**src/rtl/mgmt_sram_arbiter.sv**
```systemverilog
// Banked SRAM arbiter: CPU read/write port and housekeeping read-only port onto BANKS DFFRAM macros.
// Define MGMT_SRAM_STARVE_GUARD_EN to let a starved RO port win a same-bank conflict.
module mgmt_sram_arbiter #(
  parameter int unsigned DATA_W     = 32,
  parameter int unsigned ADDR_W     = 8,
  parameter int unsigned BANKS      = 2,
  parameter int unsigned STARVE_MAX = 4,
  localparam int unsigned BANK_W    = $clog2(BANKS),
  localparam int unsigned BYTES     = DATA_W / 8,
  localparam int unsigned AW        = ADDR_W + BANK_W
) (
  input  logic                      core_clk,
  input  logic                      core_rstn,
  input  logic                      cpu_en,
  input  logic [BYTES-1:0]          cpu_we,
  input  logic [AW-1:0]             cpu_a,
  input  logic [DATA_W-1:0]         cpu_di,
  output logic                      cpu_gnt,
  output logic                      cpu_rvalid,
  output logic [DATA_W-1:0]         cpu_do,
  input  logic                      ro_req,
  input  logic [AW-1:0]             ro_addr,
  output logic                      ro_gnt,
  output logic                      ro_rvalid,
  output logic [DATA_W-1:0]         ro_data,
  output logic [BANKS-1:0]          ram_en,
  output logic [BANKS*BYTES-1:0]    ram_we,
  output logic [BANKS*ADDR_W-1:0]   ram_a,
  output logic [DATA_W-1:0]         ram_di,
  input  logic [BANKS*DATA_W-1:0]   ram_do
);

  // Low-order interleave: bank in the LSBs, row above
  logic [BANK_W-1:0] cpu_bank;
  logic [BANK_W-1:0] ro_bank;
  logic [ADDR_W-1:0] cpu_row;
  logic [ADDR_W-1:0] ro_row;

  assign cpu_bank = cpu_a[BANK_W-1:0];
  assign ro_bank  = ro_addr[BANK_W-1:0];
  assign cpu_row  = cpu_a[AW-1:BANK_W];
  assign ro_row   = ro_addr[AW-1:BANK_W];

  logic conflict;
  logic ro_force;

  assign conflict = cpu_en & ro_req & (cpu_bank == ro_bank);

`ifdef MGMT_SRAM_STARVE_GUARD_EN
  logic [3:0] starve_q;
  logic [3:0] starve_d;

  assign ro_force = conflict & (starve_q == 4'(STARVE_MAX));

  // Counts consecutive RO losses; any grant or dropped request restarts it
  always_comb begin
    starve_d = starve_q;
    if (!ro_req || ro_gnt) begin
      starve_d = 4'd0;
    end else if (starve_q < 4'(STARVE_MAX)) begin
      starve_d = starve_q + 4'd1;
    end
  end

  always_ff @(posedge core_clk or negedge core_rstn) begin
    if (!core_rstn) begin
      starve_q <= 4'd0;
    end else begin
      starve_q <= starve_d;
    end
  end
`else
  assign ro_force = 1'b0;
`endif

  // Grants are combinational but forced low while reset is held
  assign cpu_gnt = core_rstn & cpu_en & ~ro_force;
  assign ro_gnt  = core_rstn & ro_req & (~conflict | ro_force);

  // Per-bank steering; the two grants never target the same bank
  always_comb begin
    ram_en = '0;
    ram_we = '0;
    ram_a  = '0;
    for (int unsigned b = 0; b < BANKS; b++) begin
      if (cpu_gnt && (cpu_bank == BANK_W'(b))) begin
        ram_en[b]                    = 1'b1;
        ram_we[b*BYTES +: BYTES]     = cpu_we;
        ram_a[b*ADDR_W +: ADDR_W]    = cpu_row;
      end else if (ro_gnt && (ro_bank == BANK_W'(b))) begin
        ram_en[b]                    = 1'b1;
        ram_a[b*ADDR_W +: ADDR_W]    = ro_row;
      end
    end
  end

  assign ram_di = cpu_di;

  logic              cpu_rvalid_q, cpu_rvalid_d;
  logic              ro_rvalid_q,  ro_rvalid_d;
  logic [BANK_W-1:0] cpu_bank_q,   cpu_bank_d;
  logic [BANK_W-1:0] ro_bank_q,    ro_bank_d;
  logic [DATA_W-1:0] cpu_hold_q,   cpu_hold_d;
  logic [DATA_W-1:0] ro_hold_q,    ro_hold_d;
  logic [DATA_W-1:0] cpu_rdata;
  logic [DATA_W-1:0] ro_rdata;

  // Return-data select by the bank captured at grant time
  always_comb begin
    cpu_rdata = '0;
    ro_rdata  = '0;
    for (int unsigned b = 0; b < BANKS; b++) begin
      if (cpu_bank_q == BANK_W'(b)) cpu_rdata = ram_do[b*DATA_W +: DATA_W];
      if (ro_bank_q == BANK_W'(b))  ro_rdata  = ram_do[b*DATA_W +: DATA_W];
    end
  end

  always_comb begin
    cpu_rvalid_d = cpu_gnt && (cpu_we == '0);
    ro_rvalid_d  = ro_gnt;
    cpu_bank_d   = cpu_rvalid_d ? cpu_bank : cpu_bank_q;
    ro_bank_d    = ro_rvalid_d ? ro_bank : ro_bank_q;
    cpu_hold_d   = cpu_rvalid_q ? cpu_rdata : cpu_hold_q;
    ro_hold_d    = ro_rvalid_q ? ro_rdata : ro_hold_q;
  end

  always_ff @(posedge core_clk or negedge core_rstn) begin
    if (!core_rstn) begin
      cpu_rvalid_q <= 1'b0;
      ro_rvalid_q  <= 1'b0;
      cpu_bank_q   <= '0;
      ro_bank_q    <= '0;
      cpu_hold_q   <= '0;
      ro_hold_q    <= '0;
    end else begin
      cpu_rvalid_q <= cpu_rvalid_d;
      ro_rvalid_q  <= ro_rvalid_d;
      cpu_bank_q   <= cpu_bank_d;
      ro_bank_q    <= ro_bank_d;
      cpu_hold_q   <= cpu_hold_d;
      ro_hold_q    <= ro_hold_d;
    end
  end

  // Live RAM data during rvalid, held copy otherwise
  assign cpu_rvalid = cpu_rvalid_q;
  assign ro_rvalid  = ro_rvalid_q;
  assign cpu_do     = cpu_hold_d;
  assign ro_data    = ro_hold_d;

endmodule

```
**config.mk**
```make
export PLATFORM = sky130hd
export DESIGN_NAME = mgmt_sram_arbiter
export DESIGN_NICKNAME = d
export VERILOG_FILES = /design/src/rtl/mgmt_sram_arbiter.sv
export SDC_FILE = /design/constraint.sdc
export NUM_CORES = 1
export LEC_CHECK = 0
export BUFFER_PORTS_ARGS = -buffer_cell sky130_fd_sc_hd__buf_2
export CAP_MARGIN = 20
export CORE_MARGIN = 8
export CORE_UTILIZATION = 46
export CTS_BUF_LIST = sky130_fd_sc_hd__clkbuf_4 sky130_fd_sc_hd__clkbuf_8
export DETAILED_ROUTE_END_ITERATION = 10
export HOLD_SLACK_MARGIN = 0.05
export PLACE_DENSITY = 0.88
export SLEW_MARGIN = 10
export SYNTH_ARGS = -nofsm -noshare
export SYNTH_HDL_FRONTEND = slang
export SYNTH_SLANG_ARGS = --single-unit
```
**constraint.sdc**
```tcl
create_clock -name core_clk -period 2 [get_ports core_clk]
set_input_delay 0.4 -clock core_clk [delete_from_list [all_inputs] [get_ports core_clk]]
set_output_delay 0.4 -clock core_clk [all_outputs]
set_load 0.05 [all_outputs]
```
## Word level (Yosys, flattened, before mapping)

Cells that the tools add are included.

- Eq/ne operators: 1
- Multiplexer cells: 14
- Bitwise logic cells: 8
- Reduce and logical (&&, ||, !) cells: 6

Operator list:

| cell | number |
|---|---|
| $mux 32 | 4 |
| $mux 8 | 4 |
| $mux 4 | 2 |
| $and 1x1->1 | 5 |
| $logic_and 1x1->1 | 5 |
| $logic_not 4->1 | 1 |
| $mux 1 | 4 |
| $not 1->1 | 3 |
| $eq 1x1->1 | 1 |

- Flip-flop bits (word level): 68
- Bits of input ports: 122
- Output and inout bits: 126
- Word-level logic and storage cells: 35

## Logic depth before layout (Yosys ltp)

Gate-level depths: netlist of the first run.

- Depth in word-level cells: 7
- Mapped depth: 4
- Depth with buffers taken out: 3

## Least setup slack after synthesis of the first run

Ideal clock, no wire load.

- Path kind: reg2out
- Start: reg cpu_rvalid_q (netlist: cpu_rvalid)
- End: out cpu_do[10]
- Arrival time: 2.025 ns
- Required time: 1.600 ns
- Slack: -0.425 ns
- Stages on the path, launching flop included: 5
- Buffers on the path: 2
- Cells stage by stage: dfrtp_1 -> buf_2 -> clkbuf_1 -> nor2_1 -> a21oi_1

- Longest elaborated chain between the ends: 1

Ends and longest elaborated chain:

| element | line | text |
|---|---|---|
| start: declaration | 99 | `logic cpu_rvalid_q, cpu_rvalid_d;` |
| start signal: assignment | 136 | `cpu_rvalid_q <= cpu_rvalid_d;` |
| $mux 32 | 123 | `cpu_hold_d = cpu_rvalid_q ? cpu_rdata : cpu_hold_q;` |
| end: declaration | 20 | `output logic [DATA_W-1:0] cpu_do,` |

No other way between the ends.

## Final worst setup path of the first run

- Start: reg cpu_bank_q
- End: out cpu_do[25]

- Longest elaborated chain between the ends: 2

Ends and longest elaborated chain:

| element | line | text |
|---|---|---|
| start: declaration | 101 | `logic [BANK_W-1:0] cpu_bank_q, cpu_bank_d;` |
| start signal: assignment | 138 | `cpu_bank_q <= cpu_bank_d;` |
| $mux 32 | 113 | `if (cpu_bank_q == BANK_W'(b)) cpu_rdata = ram_do[b*DATA_W +: DATA_W];` |
| $mux 32 | 123 |  |

No other way between the ends.

==> reports/qor.txt, run 1 <==
Status: finished, violations left
Failing checks: negative setup slack
Root buffer selected by CTS: clkbuf_8
Num ports: 248
Hpwl dp: 8.18 mm
Final hold violations: 0
Port bufs: 183
Synth warnings: 0
Syn Nets: 485
Yosys cell types: 23
Post-DR vias/cell: 5.43
DP Cell Count: 602
Pwr dens: 1080 nW/um2
Metal2 WL: 6.53 mm
Iter 0 DRT Violations: 102
Commonest cells in the netlist: dfrtp_1 (68), a21oi_1 (66), nor2_1 (66)
GPL Wtd Cong: 0.802
RR Endpoint: ro_hold_q[25]$_DFF_PN0_
HP Class: primary input to asynchronous set/reset pin
Global-route wire length before repair: 18.0 mm
Die Area: 10900 um2
Number of global-route vias before repair: 3645
Max_slew headroom: 65.9%
DRC violations left: 0
Maximum vdd drop: 0.899 mV
Die X: 105 um
GRT overflow: 0
Post-synth top area share: 47.2%
Nets@finish: 640
WP data arrival: 1.64 ns
Row count: 32
Clk slew on worst S/H paths: 0.07 ns
Number of flops mapped to enable cells by yosys: 0
Largest net degree at the start of global routing: 41
CTS Hold Bufs: 0
CTS tree: built
Slew @ Worst Pin: 0.511 ns
Initial antenna violation count: 0
Mean Syn Cell Area: 9.93 um2
Post-synthesis register bit count: 68
WL met1: 4.46 mm
Final Non-Filler Cells: 625
Worst Setup Slack, final: -0.0352 ns
Slowest CP cell: dfrtp_2
Core area: 7650 um2
Post-DP Area: 4890 um2
Final Cycle Share: 102%
Count leader, synth: dfrtp_1
WP data required: 1.60 ns
Top cell type by total area after synthesis: dfrtp_1
R2R cell count: 4
Gate Count Post-Synth: 363
Fin Clk Skew: 0.0127 ns
Leak: 2.63 nW
Setup CP Type: register to output port
Primary FF master, synth: dfrtp_1
Via count: 3395
Slowest Stage Delay on Critical Path: 0.42 ns
GRT Util Overall: 19.9%
Post-synth ARST share: 100%
Top Metal Used: met4
Clock buffer depth: 2
Finished Core Util: 74.3%
Die Ht: 105 um
Setup violators final: 7
Cell class contributing the biggest share of worst-path delay: buffers and inverters
Inserted Clock Buffers: 9
Fmax: 0.491 GHz
Seq/Total Area, Yosys: 47.2%
Initial Utilization: 47.1%
Reg2reg setup slack: 0.67 ns
Drt wl/cell: 19.6 um
Max-Cap Viols: 0
Total Power: 6.12 mW
Post-route setup TNS: -0.132 ns
Post-route minimum period: 2.04 ns
Crit path buffers/inverters: 2
Startpoint Class: register
Post-Syn Area: 3600 um2
Area Growth Syn to Fin: 57.7%
Routed Antenna Nets: 0
Post-Layout Inst Area: 5680 um2
Crit-path cells: buf_12 -> mux2i_1 -> a21oi_2 -> clkbuf_4
Crit path capture type: output port
ANT cells: 0
DR pass1 iterations: 4
Slew Viols, Final: 0
CP Max Fanout: 17
R2R Path Start: ro_bank_q$_DFFE_PN0P_
Clk Latency, worst-skew pair: 0.34 ns
Depth of the CTS H-tree: 3
Layout cells sized above 1: 61.2%
Synth top area cells: dfrtp_1 (47%), mux2i_1 (18%), a21oi_1 (9.2%)
Met3 routed WL: 972 um
CTS sink cnt: 68
Drt total wl: 12.3 mm
RSZ-0062 raised after global routing: yes
[routing by layer]
layer / track usage, % / vias up
li1: - / 1537
met1: 20.8 / 1675
met2: 35.2 / 152
met3: 7.74 / 31
met4: 7.86 / 0
met5: 0 / -
[layout make-up]
cell class              instances  area, um2
fillers                       480       1960
clock inverters                 6       86.3
flip-flops and latches         68       1710
multi-input cells             238       2170
repair buffers                201       1460
well taps                     102        128
clock buffers                  10        138
[state kept, by name, summed over array words and instances (netlist names)]
signal	flops
cpu_rvalid	1
ro_hold_q	32
cpu_hold_q	32
cpu_bank_q	1
ro_rvalid	1
ro_bank_q	1
[metrics by stage]
stage,hold slack [ns],worst slack (ns)
final,0.153,-0.0352
after global placement,0.491,0.166
after detailed placement,0.495,0.0918
after global routing,0.182,-0.112
after floorplan,0.104,-0.196
after CTS,0.143,-0.0409
[worst max-delay path by stage]
stage	slack [ns]	cells past startpoint	start	end
finish	-0.04	4	cpu_bank_q$_DFFE_PN0P_	cpu_do[25]
global route	-0.11	4	cpu_bank_q$_DFFE_PN0P_	cpu_do[25]
global placement	0.17	5	cpu_en	ram_a[11]
floorplan	-0.20	3	cpu_rvalid$_DFF_PN0_	cpu_do[0]
detailed placement	0.09	5	cpu_en	ram_a[11]
CTS	-0.04	4	cpu_bank_q$_DFFE_PN0P_	cpu_do[13]
[what timing repair did]
item	4_1_cts	5_1_grt
gates resized for setup	54	95
gates cloned	1	1
pin swaps	14	9
setup endpoints to repair	37	64
setup buffers	1	4
[report_power, final]
| part | internal (mW) | switching, mW | leakage (nW) |
|---|---|---|---|
| registers | 1.65 | 0.0957 | 0.715 |
| logic | 1.08 | 2.03 | 1.80 |
| clock network | 0.736 | 0.533 | 0.113 |
[layout by cell type, fill, tap and decap left out, types with 2 or more instances in the layout]
cell type  synthesis  routed
mux2i_1           64      33
clkbuf_8           0      10
clkinv_2           0       2
a21oi_4            0      27
a21oi_1           66       2
dfrtp_4            0       2
and2_1             7       7
mux2i_4            0       8
a21oi_2            1      38
dfrtp_2            0       2
dfrtp_1           68      64
buf_4             39      21
buf_6              0      31
and3_1             5       5
nor2b_1            2       2
bufinv_16          0       2
clkbuf_4           0      17
nand2_1            2       2
a22o_1            16      16
buf_12             0       6
nor2_1            66      65
mux2i_2            0      23
buf_2              6     123
[worst register-to-register path, delay by kind of cell, from the launching register on]
kind / cells / cell delay, ns
buffers and inverters: 2 / 0.48
DFF: 1 / 0.39
muxes: 1 / 0.27
AOI/OAI and AO/OA: 1 / 0.10
[kinds of logic after synthesis]
| group | count (synthesis) | synth area share (%) |
|---|---|---|
| buffers and inverters | 57 | 10.2 |
| and+or+nand+nor | 86 | 10.3 |
| DFF | 68 | 47.2 |
| xor gates and xnor gates | 1 | 0.243 |
| AOI/OAI and AO/OA | 86 | 14.0 |
| muxes | 65 | 18.1 |
No activity file was read; power rests on OpenSTA's default activity.
==> inputs of run 2 (changes only) <==
--- a/config.mk
+++ b/config.mk
@@ -12,7 +12,7 @@
 export CTS_BUF_LIST = sky130_fd_sc_hd__clkbuf_4 sky130_fd_sc_hd__clkbuf_8
 export DETAILED_ROUTE_END_ITERATION = 10
 export HOLD_SLACK_MARGIN = 0.05
-export PLACE_DENSITY = 0.88
+export PLACE_DENSITY = 0.85
 export SLEW_MARGIN = 10
 export SYNTH_ARGS = -nofsm -noshare
 export SYNTH_HDL_FRONTEND = slang
==> constraint.sdc (replaced) <==
create_clock -name core_clk -period 2.5 [get_ports core_clk]
set_input_delay 0.5 -clock core_clk [delete_from_list [all_inputs] [get_ports core_clk]]
set_output_delay 0.5 -clock core_clk [all_outputs]
set_load 0.05 [all_outputs]
==> run 2 against run 1 <==
  * The flow now finishes without violations
  * Sequential cell count stayed put
  * Final area is 16% lower
  * Sequential power fell by 18%
  * First-iteration DRC count shrank 32%
  * Combinational power decreased by 40%
  * Wire length fell by 15%
  * Global-route usage decreased by 1.5 points
  * Hold slack better by 0.30 ns
  * Critical path depth is the same
  * Core utilization decreased by 12 points
==> reports/qor.txt, run 2 (synthesized netlist as in run 1, its figures left out) <==
Status: complete, no violations
Max-Cap Viols: 0
Initial Utilization: 47.1%
Slowest Stage Delay on Critical Path: 0.63 ns
Post-route minimum period: 2.30 ns
Global-route wire length before repair: 16.8 mm
GRT busiest layer: met2
Met2 global-route usage: 31.5%
Cell class contributing the biggest share of worst-path delay: flip-flops
Number of global-route vias before repair: 3460
Fmax: 0.434 GHz
Nets@finish: 630
Die X: 105 um
Leak: 2.41 nW
GRT overflow: 0
HP Class: primary input to register
Seq pwr share: 34.0%
Largest regs: cpu_hold_q x32, ro_hold_q x32
Core area: 7650 um2
Clk Latency, worst-skew pair: 0.33 ns
Post-DR vias/cell: 5.11
Depth of the CTS H-tree: 3
GRT Util Overall: 18.4%
Setup violators final: 0
Slew Viols, Final: 0
Startpoint Class: register
Commonest non-fill, non-tap cells in the layout: buf_2 (182), nor2_1 (66), mux2i_1 (64), dfrtp_1 (64), a21oi_2 (57)
WP data arrival: 1.80 ns
Crit path capture type: output port
ANT cells: 0
Fin Clk Skew: 0.0114 ns
Initial antenna violation count: 0
GRT met3 Usage: 7.25%
CTS tree: built
Crit-path cells: buf_12 -> mux2i_1 -> a21oi_2 -> buf_2
Clk slew on worst S/H paths: 0.07 ns
Post-route setup TNS: 0 ns
DR pass1 iterations: 4
Area Growth Syn to Fin: 33.0%
Port bufs: 183
Global Route met1 Usage: 20.4%
Final Cycle Share: 92.1%
Max_slew headroom: 44.6%
Hpwl dp: 8.00 mm
Internal: 2.33 mW
WP data required: 2.00 ns
Slew @ Worst Pin: 0.831 ns
CP Max Fanout: 17
Num ports: 248
Comb pwr share: 44.5%
DRC violations left: 0
RSZ-0062 raised after global routing: no
Sw Ratio: 44.9%
Row count: 32
Largest net degree at the start of global routing: 68
Layout cells sized above 1: 52.4%
Die Ht: 105 um
Net Switching: 1.90 mW
Setup CP Type: register to output port
Total Power: 4.23 mW
Maximum vdd drop: 0.605 mV
Commonest non-fill, non-tap cell in the layout: buf_2
Drt wl/cell: 16.9 um
Clock group share of total power: 21.5%
Iter 0 DRT Violations: 69
Clock buffer depth: 2
Crit path buffers/inverters: 2
Final hold violations: 0
Slowest CP cell: dfrtp_4
Root buffer selected by CTS: clkbuf_8
CTS sink cnt: 68
Post-CTS Setup Inserts: 0
Routed Antenna Nets: 0
Inserted Clock Buffers: 9
Drt total wl: 10.4 mm
Via count: 3143
Pwr dens: 884 nW/um2
GPL Wtd Cong: 0.744
Die Area: 10900 um2
## run 2: what timing repair did
item	4_1_cts	5_1_grt
gates resized for setup	0	2
hold endpoints to repair	1	0
setup endpoints to repair	0	13
hold buffers	1	0
## run 2: final cells by class
type,count,area (um2)
clock buffer,12,153
clock inverter,4,48.8
fill,623,2860
multi-input combinational,238,1740
sequential,68,1710
tap,102,128
timing repair buffer,191,1010
## run 2: path summary, 6_finish.rpt
path | slack, ns | cells after the start | endpoint | startpoint
worst max-delay path | 0.20 | 4 | cpu_do[30] | cpu_bank_q$_DFFE_PN0P_
worst min-delay path | 0.45 | 3 | ro_rvalid$_DFF_PN0_ | ro_req
min in group asynchronous | 0.46 | 2 | ro_hold_q[2]$_DFF_PN0_ | core_rstn
max in group asynchronous | 1.44 | 2 | cpu_bank_q$_DFFE_PN0P_ | core_rstn
worst max register to register | 1.13 | 3 | cpu_hold_q[29]$_DFF_PN0_ | cpu_bank_q$_DFFE_PN0P_
worst min register to register | 0.51 | 2 | cpu_hold_q[8]$_DFF_PN0_ | cpu_hold_q[8]$_DFF_PN0_
## run 2: per-stage QoR
| step | instance area [um2] | hold slack, ns | util (%) | worst slack [ns] | instances |
|---|---|---|---|---|---|
| final | 4790 | 0.455 | 62.6 | 0.197 | 615 |
| after global routing | 4790 | 0.450 | 62.6 | 0.0990 | 615 |
| after floorplan | 3810 | 0.204 | - | 0.100 | 363 |
| after global placement | 4570 | 0.321 | 59.8 | 0.332 | 598 |
| after CTS | 4790 | 0.429 | 62.6 | 0.0530 | 615 |
| after detailed placement | 4570 | 0.329 | 59.8 | 0.243 | 598 |
## run 2: routing by layer
metal | part of all wire (%) | vias up | wire (um)
met5 | 0 | - | 0
met4 | 1.3 | 0 | 131
met3 | 7.7 | 16 | 796
met2 | 51 | 124 | 5240
met1 | 41 | 1478 | 4200
li1 | - | 1525 | -
## run 2: power by group through the flow
stage	clock, mW	combinational (mW)	sequential [mW]
floorplan	0	1.63	1.39
global placement	0	1.87	1.45
detailed placement	0	1.90	1.46
CTS	0.930	1.91	1.44
global route	0.976	2.00	1.46
finish	0.911	1.88	1.44
## run 2: worst reg2reg max path, stage by stage (launching register included)
cell and delay [ns]:
dfrtp_4 0.65, buf_12 0.25, mux2i_1 0.26, a21oi_2 0.09
==> inputs of run 3 (changes only) <==
--- a/config.mk
+++ b/config.mk
@@ -6,13 +6,14 @@
 export NUM_CORES = 1
 export LEC_CHECK = 0
 export BUFFER_PORTS_ARGS = -buffer_cell sky130_fd_sc_hd__buf_2
-export CAP_MARGIN = 20
+export CAP_MARGIN = 10
 export CORE_MARGIN = 8
 export CORE_UTILIZATION = 46
 export CTS_BUF_LIST = sky130_fd_sc_hd__clkbuf_4 sky130_fd_sc_hd__clkbuf_8
 export DETAILED_ROUTE_END_ITERATION = 10
 export HOLD_SLACK_MARGIN = 0.05
 export PLACE_DENSITY = 0.85
+export REMOVE_ABC_BUFFERS = 1
 export SLEW_MARGIN = 10
 export SYNTH_ARGS = -nofsm -noshare
 export SYNTH_HDL_FRONTEND = slang
==> run 3 against run 2 <==
  * Power shrank 1.2%
  * Largest cell class is now flip-flops and latches
  * Sequential share of layout area grew 1.5 points
  * Combinational power shrank 5%
==> reports/qor.txt, run 3 (synthesized netlist as in run 1, its figures left out) <==
Final Cycle Share: 94.8%
Setup CP Type: register to output port
Row count: 32
Largest net degree at the start of global routing: 38
Fin Clk Skew: 0.0154 ns
Final hold violations: 0
Worst Setup Slack, final: 0.130 ns
Met3 routed WL: 1.49 mm
Die X: 105 um
ANT cells: 0
Number of global-route vias before repair: 3420
Pwr dens: 908 nW/um2
Reg2reg setup slack: 1.09 ns
GPL Wtd Cong: 0.810
Internal: 2.31 mW
Port bufs: 183
CP Max Fanout: 18
Iter 0 DRT Violations: 90
Startpoint Class: register
Maximum vdd drop: 0.648 mV
Leak: 2.38 nW
Via count: 3281
Post-route minimum period: 2.37 ns
Net Switching: 1.88 mW
Slew @ Worst Pin: 0.528 ns
WP data required: 2.00 ns
Max_slew headroom: 64.7%
Max-Cap Viols: 0
Sw Ratio: 44.9%
Drt total wl: 12.2 mm
Post-Layout Inst Area: 4610 um2
Area Growth Syn to Fin: 27.9%
Routed Antenna Nets: 0
Pre-CTS WS: 0.237 ns
Total Power: 4.18 mW
WL met1: 5.33 mm
Hpwl dp: 9.41 mm
DRC violations left: 0
Commonest non-fill, non-tap cells in the layout: buf_2 (182), nor2_1 (66), a21oi_1 (66), mux2i_1 (64), dfrtp_1 (64)
Crit path capture type: output port
Die Area: 10900 um2
Die Ht: 105 um
RSZ-0062 raised after global routing: no
Num ports: 248
Seq pwr share: 34.6%
Commonest non-fill, non-tap cell in the layout: buf_2
Clock group share of total power: 22.5%
Nets@finish: 629
Clock buffer depth: 2
Post-DP Area: 4370 um2
Global-route wire length before repair: 18.3 mm
Post-DR vias/cell: 5.34
Drt wl/cell: 19.9 um
Comb pwr share: 42.8%
Largest regs: cpu_hold_q x32, ro_hold_q x32
Finished Core Util: 60.3%
CTS sink cnt: 68
Inserted Clock Buffers: 9
Setup violators final: 0
CTS tree: built
CTS Hold Bufs: 0
GRT overflow: 0
Top Metal Used: met5
HP Class: primary input to asynchronous set/reset pin
Post-route setup TNS: 0 ns
Layout cells sized above 1: 41.6%
Slew Viols, Final: 0
Fmax: 0.422 GHz
Status: complete, no violations
Metal2 WL: 5.19 mm
GRT Util Overall: 21.3%
DR pass1 iterations: 4
WP data arrival: 1.87 ns
Root buffer selected by CTS: clkbuf_8
Clk slew on worst S/H paths: 0.09 ns
Initial Utilization: 47.1%
Clk Latency, worst-skew pair: 0.34 ns
Initial antenna violation count: 0
Depth of the CTS H-tree: 3
Core area: 7650 um2
## run 3: what timing repair did
| item | in CTS | in global routing |
|---|---|---|
| gates cloned | 0 | 0 |
| setup endpoints to repair | 32 | 22 |
| buffers inserted | 0 | 1 |
| pin swaps | 0 | 0 |
| resized for setup | 1 | 2 |
## run 3: final cells by class
cell class                      count  area [um2]
Fill cell                         699        3040
Sequential cell                    68        1710
Multi-Input combinational cell    238        1530
Timing Repair Buffer              190        1020
Clock buffer                       11         151
Tap cell                          102         128
Clock inverter                      5        60.1
## run 3: power by group through the flow
stage | clock [mW] | sequential [mW] | combinational [mW]
after floorplan | 0 | 1.48 | 1.28
after global placement | 0 | 1.48 | 1.73
after detailed placement | 0 | 1.49 | 1.76
after CTS | 0.968 | 1.47 | 1.77
after global routing | 1.03 | 1.47 | 1.90
final | 0.942 | 1.45 | 1.79
## run 3: worst paths after layout
path	start	endpoint	cells after the start
setup / recovery	cpu_bank_q$_DFFE_PN0P_	cpu_do[26]	4
hold / removal	core_rstn	cpu_hold_q[17]$_DFF_PN0_	2
setup reg to reg	cpu_bank_q$_DFFE_PN0P_	cpu_hold_q[26]$_DFF_PN0_	3
hold reg to reg	ro_hold_q[31]$_DFF_PN0_	ro_hold_q[31]$_DFF_PN0_	2
max in group asynchronous	core_rstn	cpu_rvalid$_DFF_PN0_	2
min in group core_clk	ro_req	ro_rvalid$_DFF_PN0_	3
## run 3: metrics by stage
| stage | hold WS [ns] | std cells |
|---|---|---|
| 2_1_floorplan | 0.204 | 306 |
| 3_3_place_gp | 0.514 | 597 |
| 3_5_place_dp | 0.521 | 597 |
| 4_1_cts | 0.294 | 613 |
| 5_1_grt | 0.327 | 614 |
| 6_report | 0.303 | 614 |
## run 3: worst max-delay path, stage by stage, from the launching register on
cell,delay [ns]
dfrtp_4,0.65
buf_12,0.24
mux2i_1,0.13
a21oi_1,0.20
buf_2,0.30
## run 3: metal layers
layer	vias to the layer above	track usage [%]
met2	181	30.0
met5	-	4.91
met1	1562	26.1
met3	16	12.8
li1	1520	-
met4	2	6.41
